$ cat src/rtl/bridge_driver_pkg.sv
// Shared definitions for the N-leg gate-drive stage: leg state encoding and
// the dead-time floor applied when software programs zero.
package bridge_driver_pkg;

    localparam logic [1:0] LegOff  = 2'b00;
    localparam logic [1:0] LegDead = 2'b01;
    localparam logic [1:0] LegHi   = 2'b10;
    localparam logic [1:0] LegLo   = 2'b11;

    localparam int unsigned MinDeadTime = 1;

    typedef enum logic [1:0] {
        StOff  = LegOff,
        StDead = LegDead,
        StHi   = LegHi,
        StLo   = LegLo
    } leg_state_e;

endpackage

$ cat src/rtl/dead_time_leg.sv
// One half-bridge leg: OFF/DEAD/HI/LO state machine with a dead-time
// down-counter and registered complementary gate outputs.
module dead_time_leg
    import bridge_driver_pkg::*;
#(
    parameter int unsigned DtWidth = 10
) (
    input  logic               clk_i,
    input  logic               rst_ni,
    input  logic               run_i,
    input  logic               cmd_i,
    input  logic [DtWidth-1:0] deadtime_i,
    output logic               gate_hi_o,
    output logic               gate_lo_o,
    output logic               active_o
);

    leg_state_e         state_q, state_d;
    logic [DtWidth-1:0] cnt_q, cnt_d;
    logic               gate_hi_q, gate_hi_d;
    logic               gate_lo_q, gate_lo_d;
    logic [DtWidth-1:0] dt_eff;

    assign dt_eff = (deadtime_i < DtWidth'(MinDeadTime)) ? DtWidth'(MinDeadTime) : deadtime_i;

    always_comb begin
        state_d = state_q;
        cnt_d   = cnt_q;
        if (!run_i) begin
            state_d = StOff;
            cnt_d   = '0;
        end else begin
            unique case (state_q)
                StOff: begin
                    state_d = StDead;
                    cnt_d   = dt_eff;
                end
                StDead: begin
                    // Target side is chosen only at expiry, so reversals never shorten the gap.
                    if (cnt_q <= DtWidth'(MinDeadTime)) begin
                        state_d = cmd_i ? StHi : StLo;
                        cnt_d   = '0;
                    end else begin
                        cnt_d = cnt_q - DtWidth'(1);
                    end
                end
                StHi: begin
                    if (!cmd_i) begin
                        state_d = StDead;
                        cnt_d   = dt_eff;
                    end
                end
                StLo: begin
                    if (cmd_i) begin
                        state_d = StDead;
                        cnt_d   = dt_eff;
                    end
                end
            endcase
        end
    end

    assign gate_hi_d = (state_d == StHi);
    assign gate_lo_d = (state_d == StLo);

    always_ff @(posedge clk_i or negedge rst_ni) begin
        if (!rst_ni) begin
            state_q   <= StOff;
            cnt_q     <= '0;
            gate_hi_q <= 1'b0;
            gate_lo_q <= 1'b0;
        end else begin
            state_q   <= state_d;
            cnt_q     <= cnt_d;
            gate_hi_q <= gate_hi_d;
            gate_lo_q <= gate_lo_d;
        end
    end

    assign gate_hi_o = gate_hi_q;
    assign gate_lo_o = gate_lo_q;
    assign active_o  = (state_q == StHi) || (state_q == StLo);

endmodule

$ cat src/rtl/bridge_driver_nleg.sv
// N-leg gate-drive stage: trip synchroniser, latched fault, shoot-through
// check and the per-leg dead-time state machines.
module bridge_driver_nleg
    import bridge_driver_pkg::*;
#(
    parameter int unsigned N_LEGS   = 2,
    parameter int unsigned DT_WIDTH = 10
) (
    input  logic                i_clock,
    input  logic                i_reset,
    input  logic                i_enable,
    input  logic [N_LEGS-1:0]   i_cmd,
    input  logic [DT_WIDTH-1:0] i_deadtime,
    input  logic                i_trip_n,
    input  logic                i_fault_clear,
    output logic [N_LEGS-1:0]   o_gate_hi,
    output logic [N_LEGS-1:0]   o_gate_lo,
    output logic                o_fault,
    output logic                o_active
);

    logic [1:0]        trip_sync_q, trip_sync_d;
    logic              trip_ok;
    logic              fault_q, fault_d;
    logic              fault_set, fault_clr;
    logic              shoot_through;
    logic              run;
    logic [N_LEGS-1:0] leg_active;

    assign trip_sync_d   = {trip_sync_q[0], i_trip_n};
    assign trip_ok       = trip_sync_q[1];
    assign shoot_through = |(o_gate_hi & o_gate_lo);

    assign fault_set = ~trip_ok | shoot_through;
    assign fault_clr = i_fault_clear & trip_ok & ~i_enable;

    always_comb begin
        fault_d = fault_q;
        if (fault_set) begin
            fault_d = 1'b1;
        end else if (fault_clr) begin
            fault_d = 1'b0;
        end
    end

    // Gating on the next fault value drops the gates on the same edge the fault latches.
    assign run = i_enable & ~fault_d;

    always_ff @(posedge i_clock or negedge i_reset) begin
        if (!i_reset) begin
            trip_sync_q <= 2'b11;
            fault_q     <= 1'b0;
        end else begin
            trip_sync_q <= trip_sync_d;
            fault_q     <= fault_d;
        end
    end

    for (genvar j = 0; j < N_LEGS; j++) begin : g_leg
        dead_time_leg #(
            .DtWidth(DT_WIDTH)
        ) u_leg (
            .clk_i     (i_clock),
            .rst_ni    (i_reset),
            .run_i     (run),
            .cmd_i     (i_cmd[j]),
            .deadtime_i(i_deadtime),
            .gate_hi_o (o_gate_hi[j]),
            .gate_lo_o (o_gate_lo[j]),
            .active_o  (leg_active[j])
        );
    end

    assign o_fault  = fault_q;
    assign o_active = |leg_active;

endmodule

$ cat config.mk
export PLATFORM = sky130hd
export DESIGN_NAME = bridge_driver_nleg
export DESIGN_NICKNAME = d
export VERILOG_FILES = /design/src/rtl/bridge_driver_pkg.sv /design/src/rtl/dead_time_leg.sv /design/src/rtl/bridge_driver_nleg.sv
export SDC_FILE = /design/constraint.sdc
export NUM_CORES = 1
export LEC_CHECK = 0
export CAP_MARGIN = 20
export CORE_ASPECT_RATIO = 1.75
export CORE_MARGIN = 2
export CORE_UTILIZATION = 45
export CTS_CLUSTER_DIAMETER = 100
export CTS_CLUSTER_SIZE = 12
export DETAILED_ROUTE_END_ITERATION = 8
export PLACE_DENSITY = 0.75
export REMOVE_ABC_BUFFERS = 1
export SLEW_MARGIN = 5
export SYNTH_ARGS = -nofsm -noshare
export SYNTH_HDL_FRONTEND = slang
export SYNTH_HIERARCHICAL = 1
export SYNTH_SLANG_ARGS = --single-unit
$ cat constraint.sdc
create_clock -name i_clock -period 2.2 [get_ports i_clock]
set_input_delay 0.55 -clock i_clock [delete_from_list [all_inputs] [get_ports i_clock]]
set_output_delay 0.55 -clock i_clock [all_outputs]
set_load 0.01 [all_outputs]
==> results.txt, run 1 <==
First-pass GRT wire length: 7.98 mm
CP max FO: 5
Power Density: 572 nW/um^2
Switch share: 24.2%
Fill count: 372
Prevailing post-synth register cell: dfrtp_1
Worst-Margin Slew: 0.800 ns
Layout area overhead: 27.8%
CP arrival: 2.28 ns
Vias post-DR: 1779
Commonest non-fill, non-tap cell in the layout: dfrtp_1
Footprint of the multi-input gates: 1020 um^2
Die ar.: 4750 um^2
DRT Pass-1 Iters: 4
Endpoint kind of the worst setup timing path: flop
Number of synthesized flops with an enable pin: 0
Tcrit/Tclk final: 97.3%
Vias in the first global route: 1786
Final GP Congestion: 0.887
Global route overflow: 0
Final setup viols: 0
Syn Inst Count: 207
Most frequent cells in the layout: 29 x dfrtp_1, 24 x buf_4, 22 x nand2_1, 22 x clkdlybuf4s50_1, 14 x o22ai_1
Final ANT Viol Nets: 0
CTS buffer count: 5
DPL Wire Length: 3.51 mm
I/O Pins: 23
Hold crit path type: flop to flop
PortBufs: 22
TritonCTS clock tree: done
Share of cells above drive strength 1: 19.9%
Clock Latency Late Sink: 0.29 ns
Register area share after synthesis: 41.2%
Cts hold-fix bufs: 0
Via/cell ratio: 6.03
Max Cap Violations: 0
Drt first-iter violations: 64
Root Buffer: clkbuf_8
Async S/R FF share, synth: 100%
Max-slew violations: 0
Fin crit period: 2.14 ns
Sequential share of power: 42.7%
Worst-case clock skew: 0.00711 ns
Total core area: 4070 um^2
Mean Syn Cell Area: 9.13 um^2
Sequential cell area: 778 um^2
Starting Density: 46.4%
Synthesis-stage register bit count: 31
Longest Clk Path Bufs: 2
Cell accounting for the most synthesized area: dfrtp_1
Layout Nets: 266
Unrepaired setup endpoints after global routing: false
Pre-CTS setup slack: -0.000531 ns
Die height: 89.7 um
Synthesized area: 1890 um^2
Internal power: 0.00105 W
Hold_ws: 0.357 ns
Rows: 31
Final core occ: 59.3%
Post-synth top area share: 38.4%
Fin Setup TNS: 0 ns
Hold Vio Cnt, Final: 0
DRC viols: 0
Worst Path Required: 2.34 ns
Synth area leaders: dfrtp_1 38%, o22ai_1 4.6%, nand2_1 4.4%
Total GRT Usage: 21.9%
WS Path Type: flop to flop
Worst-path clk slew: 0.07 ns
Synth unique cells: 38
H-tree Lvls: 2
Kind of start point of the critical path: flop
WL per Instance: 16.9 um
VDD IR-drop max: 0.650 mV
Leakage: 1.07 nW
Status: completed
Post-Layout Cell Count: 295
P_sw: 0.000334 W
Routed Wire Length: 4.99 mm
Die Width: 53.0 um
Largest net degree at the start of global routing: 32
Max Freq: 467 MHz
Placed cell count: 286
Comb power frac: 14.8%
Antenna diodes: 0
Warnings from Yosys: 6
Setup ws final: 0.0599 ns
Max-slew headroom: 46.6%
Antenna violations before repair: 0
Clk sink count: 31
Clock power frac: 42.5%
[repair_timing]
action,CTS,global route
endpoints found under the hold margin,0,0
gates resized for setup,0,3
setup buffers,0,0
endpoints found under the setup margin,0,13
[state kept, by name (all words and copies together), names as in the netlist]
register               cells
g_leg.u_leg/gate_hi_o      2
o_fault                    1
g_leg.u_leg/cnt_q         20
trip_sync_q                2
g_leg.u_leg/state_q        4
g_leg.u_leg/gate_lo_o      2
[final cells by class]
cell class                      instances  area share [%]
Clock buffer                            6            3.42
Clock inverter                          2            1.45
Inverter                                9            1.40
Multi-Input combinational cell        152            42.4
Sequential cell                        31            32.2
Tap cell                               49            2.54
Timing Repair Buffer                   46            16.6
[metrics by stage]
step                power [W]  cell area (um^2)
floorplan            0.000691              1810
global placement     0.000795              2280
detailed placement   0.000796              2280
CTS                   0.00139              2390
global route          0.00143              2410
finish                0.00138              2410
[layer usage]
metal / GRT usage, % / wire length, um
met1: 24.5 / 1800
met2: 37.5 / 2750
met3: 3.82 / 278
met4: 12.0 / 156
met5: 0 / 0
[critical path: stages (launching register included)]
cell,delay (ns)
dfrtp_1,0.40
or4_4,0.55
or4_4,0.60
o211ai_2,0.31
o22ai_1,0.14
[path summary, 6_finish.rpt]
check,end,slack (ns),startpoint,cells after the start
max in group asynchronous,trip_sync_q[1],1.21,i_reset,2
max reg2reg,g_leg[1].u_leg/cnt_q[2],0.06,g_leg[1].u_leg/cnt_q[7],4
min in group asynchronous,g_leg[1].u_leg/cnt_q[0],0.65,i_reset,2
min,trip_sync_q[1],0.36,trip_sync_q[0],0
min reg2reg,trip_sync_q[1],0.36,trip_sync_q[0],0
max,g_leg[1].u_leg/cnt_q[2],0.06,g_leg[1].u_leg/cnt_q[7],4
[kinds of logic (layout without fill, tap and decap cells)]
kind of cell / after synthesis / after routing / share of synthesized area, %
and+or+nand+nor: 75 / 75 / 22.6
buffers and inverters: 25 / 63 / 5.76
AOI/OAI and AO/OA: 70 / 71 / 26.9
adders and majority gates: 4 / 4 / 2.65
DFF: 31 / 31 / 41.2
xor gates and xnor gates: 2 / 2 / 0.927
[cell usage after synthesis (all sizes together) (6+ instances only)]
cell type and instances:
clkbuf 14, o21ai 14, o22ai 14, or3 10, and3 6, dfrtp 29, a21oi 12, nand2 22
nor2 10, inv 9, or4 6, o31ai 6
[power by group through the flow]
stage	clock network (W)	registers [W]	logic (W)
3_5_place_dp	0	0.000600	0.000196
2_1_floorplan	0	0.000600	0.0000915
5_1_grt	0.000619	0.000590	0.000219
3_3_place_gp	0	0.000599	0.000196
4_1_cts	0.000601	0.000589	0.000198
6_report	0.000587	0.000589	0.000204
No activity file was read; power rests on OpenSTA's default activity.
==> inputs of run 2 (changes only) <==
CORE_UTILIZATION = 40   (was 45)
PLACE_DENSITY = 0.69   (was 0.75)
==> run 2 against run 1 <==
Clock skew about the same. Largest power group unchanged. Worst setup slack got worse by 0.0051 ns. Worst hold slack improved by 0.0047 ns. Utilization shrank 7.7 points. Cell area decreased by 1.2%. Sequential power about the same. First-iteration DRC count is 13% lower.
==> results.txt, run 2 (synthesis gave the netlist of run 1 again) <==
Final ANT Viol Nets: 0
Routed Wire Length: 4.91 mm
Leakage: 1.05 nW
Worst Path Required: 2.34 ns
Die height: 94.9 um
Worst-Margin Slew: 0.797 ns
Antenna diodes: 0
Tcrit/Tclk final: 97.5%
Antenna violations before repair: 0
Internal power: 0.000962 W
Status: completed
PortBufs: 22
Comb power frac: 15.5%
Setup ws final: 0.0548 ns
Clk sink count: 31
Power Density: 535 nW/um^2
Max-slew headroom: 46.9%
CTS buffer count: 5
Hold Crit Depth: 0
Worst-case clock skew: 0.00700 ns
I/O Pins: 23
Sequential share of power: 46.2%
Clock power frac: 38.3%
Total core area: 4620 um^2
Pre-CTS setup slack: -0.0197 ns
Postcts setup bufs: 0
Layout area overhead: 26.3%
Share of cells above drive strength 1: 18.9%
Max Cap Violations: 0
Final GP Congestion: 0.916
TritonCTS clock tree: done
Hold crit path type: flop to flop
Die ar.: 5310 um^2
DRC viols: 0
Global route overflow: 0
H-tree Lvls: 2
Rows: 33
Via/cell ratio: 6.00
Clock Latency Late Sink: 0.29 ns
Endpoint kind of the worst setup timing path: flop
Max FFs per register: 20
Switch share: 24.6%
DPL Wire Length: 3.60 mm
CP max FO: 5
Kind of start point of the critical path: flop
First-pass GRT wire length: 8.04 mm
Final setup viols: 0
DRT Pass-1 Iters: 4
Hold Vio Cnt, Final: 0
Fill count: 455
Root Buffer: clkbuf_8
Largest Register: g_leg.u_leg/cnt_q
VDD IR-drop max: 0.317 mV
Fin crit period: 2.15 ns
Largest net degree at the start of global routing: 32
Unrepaired setup endpoints after global routing: false
Commonest non-fill, non-tap cell in the layout: dfrtp_1
Max Freq: 466 MHz
Starting Density: 40.9%
Final core occ: 51.6%
Regs by FF count: g_leg.u_leg/cnt_q x20, g_leg.u_leg/state_q x4
Hold_ws: 0.362 ns
Fin Setup TNS: 0 ns
Reg2Reg Depth: 4
Max-slew violations: 0
Drt first-iter violations: 56
Total GRT Usage: 19.7%
Layout Nets: 264
Final total power: 0.00128 W
Worst-path clk slew: 0.07 ns
Die Width: 56.0 um
Longest Clk Path Bufs: 2
P_sw: 0.000314 W
Vias in the first global route: 1785
CP arrival: 2.29 ns
Vias post-DR: 1776
WL per Instance: 16.6 um
Most frequent cells in the layout: 29 x dfrtp_1, 22 x nand2_1, 22 x buf_4, 22 x clkdlybuf4s50_1, 14 x o22ai_1
WS Path Type: flop to flop
Cts hold-fix bufs: 0
==> run 2: repair_timing <==
action	4_1_cts	5_1_grt
resized for setup	0	2
setup endpoints to repair	0	18
hold endpoints to repair	0	0
==> run 2: path summary, 6_finish.rpt <==
kind | startpoint | endpoint | slack [ns]
min reg2reg | trip_sync_q[0] | trip_sync_q[1] | 0.36
max reg2reg | g_leg[1].u_leg/cnt_q[6] | g_leg[1].u_leg/cnt_q[2] | 0.05
max in group asynchronous | i_reset | trip_sync_q[1] | 1.20
max | g_leg[1].u_leg/cnt_q[6] | g_leg[1].u_leg/cnt_q[2] | 0.05
min in group asynchronous | i_reset | g_leg[0].u_leg/cnt_q[0] | 0.66
min | trip_sync_q[0] | trip_sync_q[1] | 0.36
==> run 2: metrics by stage <==
stage | instance area, um^2 | std cells
finish | 2390 | 296
global route | 2390 | 296
CTS | 2360 | 295
detailed placement | 2260 | 287
global placement | 2260 | 287
floorplan | 1810 | 191
==> run 2: per-layer routing <==
metal | GRT usage (%) | vias up | wire length, um
li1 | - | 853 | -
met1 | 19.4 | 865 | 1820
met2 | 38.1 | 46 | 2790
met3 | 3.42 | 12 | 169
met4 | 10.7 | 0 | 135
met5 | 0 | - | 0
==> run 2: layout make-up <==
type / count / area, um^2 / area share, %
inverters: 9 / 33.8 / 1.42
well taps: 52 / 65.1 / 2.73
multi-input cells: 152 / 1020 / 42.9
clock buffers: 8 / 100 / 4.20
repair buffers: 44 / 385 / 16.2
flip-flops and latches: 31 / 778 / 32.6
==> run 2: worst max-delay path: stages, from the launching register on <==
cell and delay, ns:
dfrtp_1 0.39, or4_4 0.55, or4_4 0.60, o211ai_2 0.34, o22ai_1 0.12
==> run 2: power by group through the flow <==
stage	combinational [W]	clock [W]	sequential, W
after global routing	0.000217	0.000535	0.000590
final	0.000198	0.000488	0.000590
after floorplan	0.0000915	0	0.000600
after detailed placement	0.000194	0	0.000600
after global placement	0.000192	0	0.000599
after CTS	0.000195	0.000506	0.000589
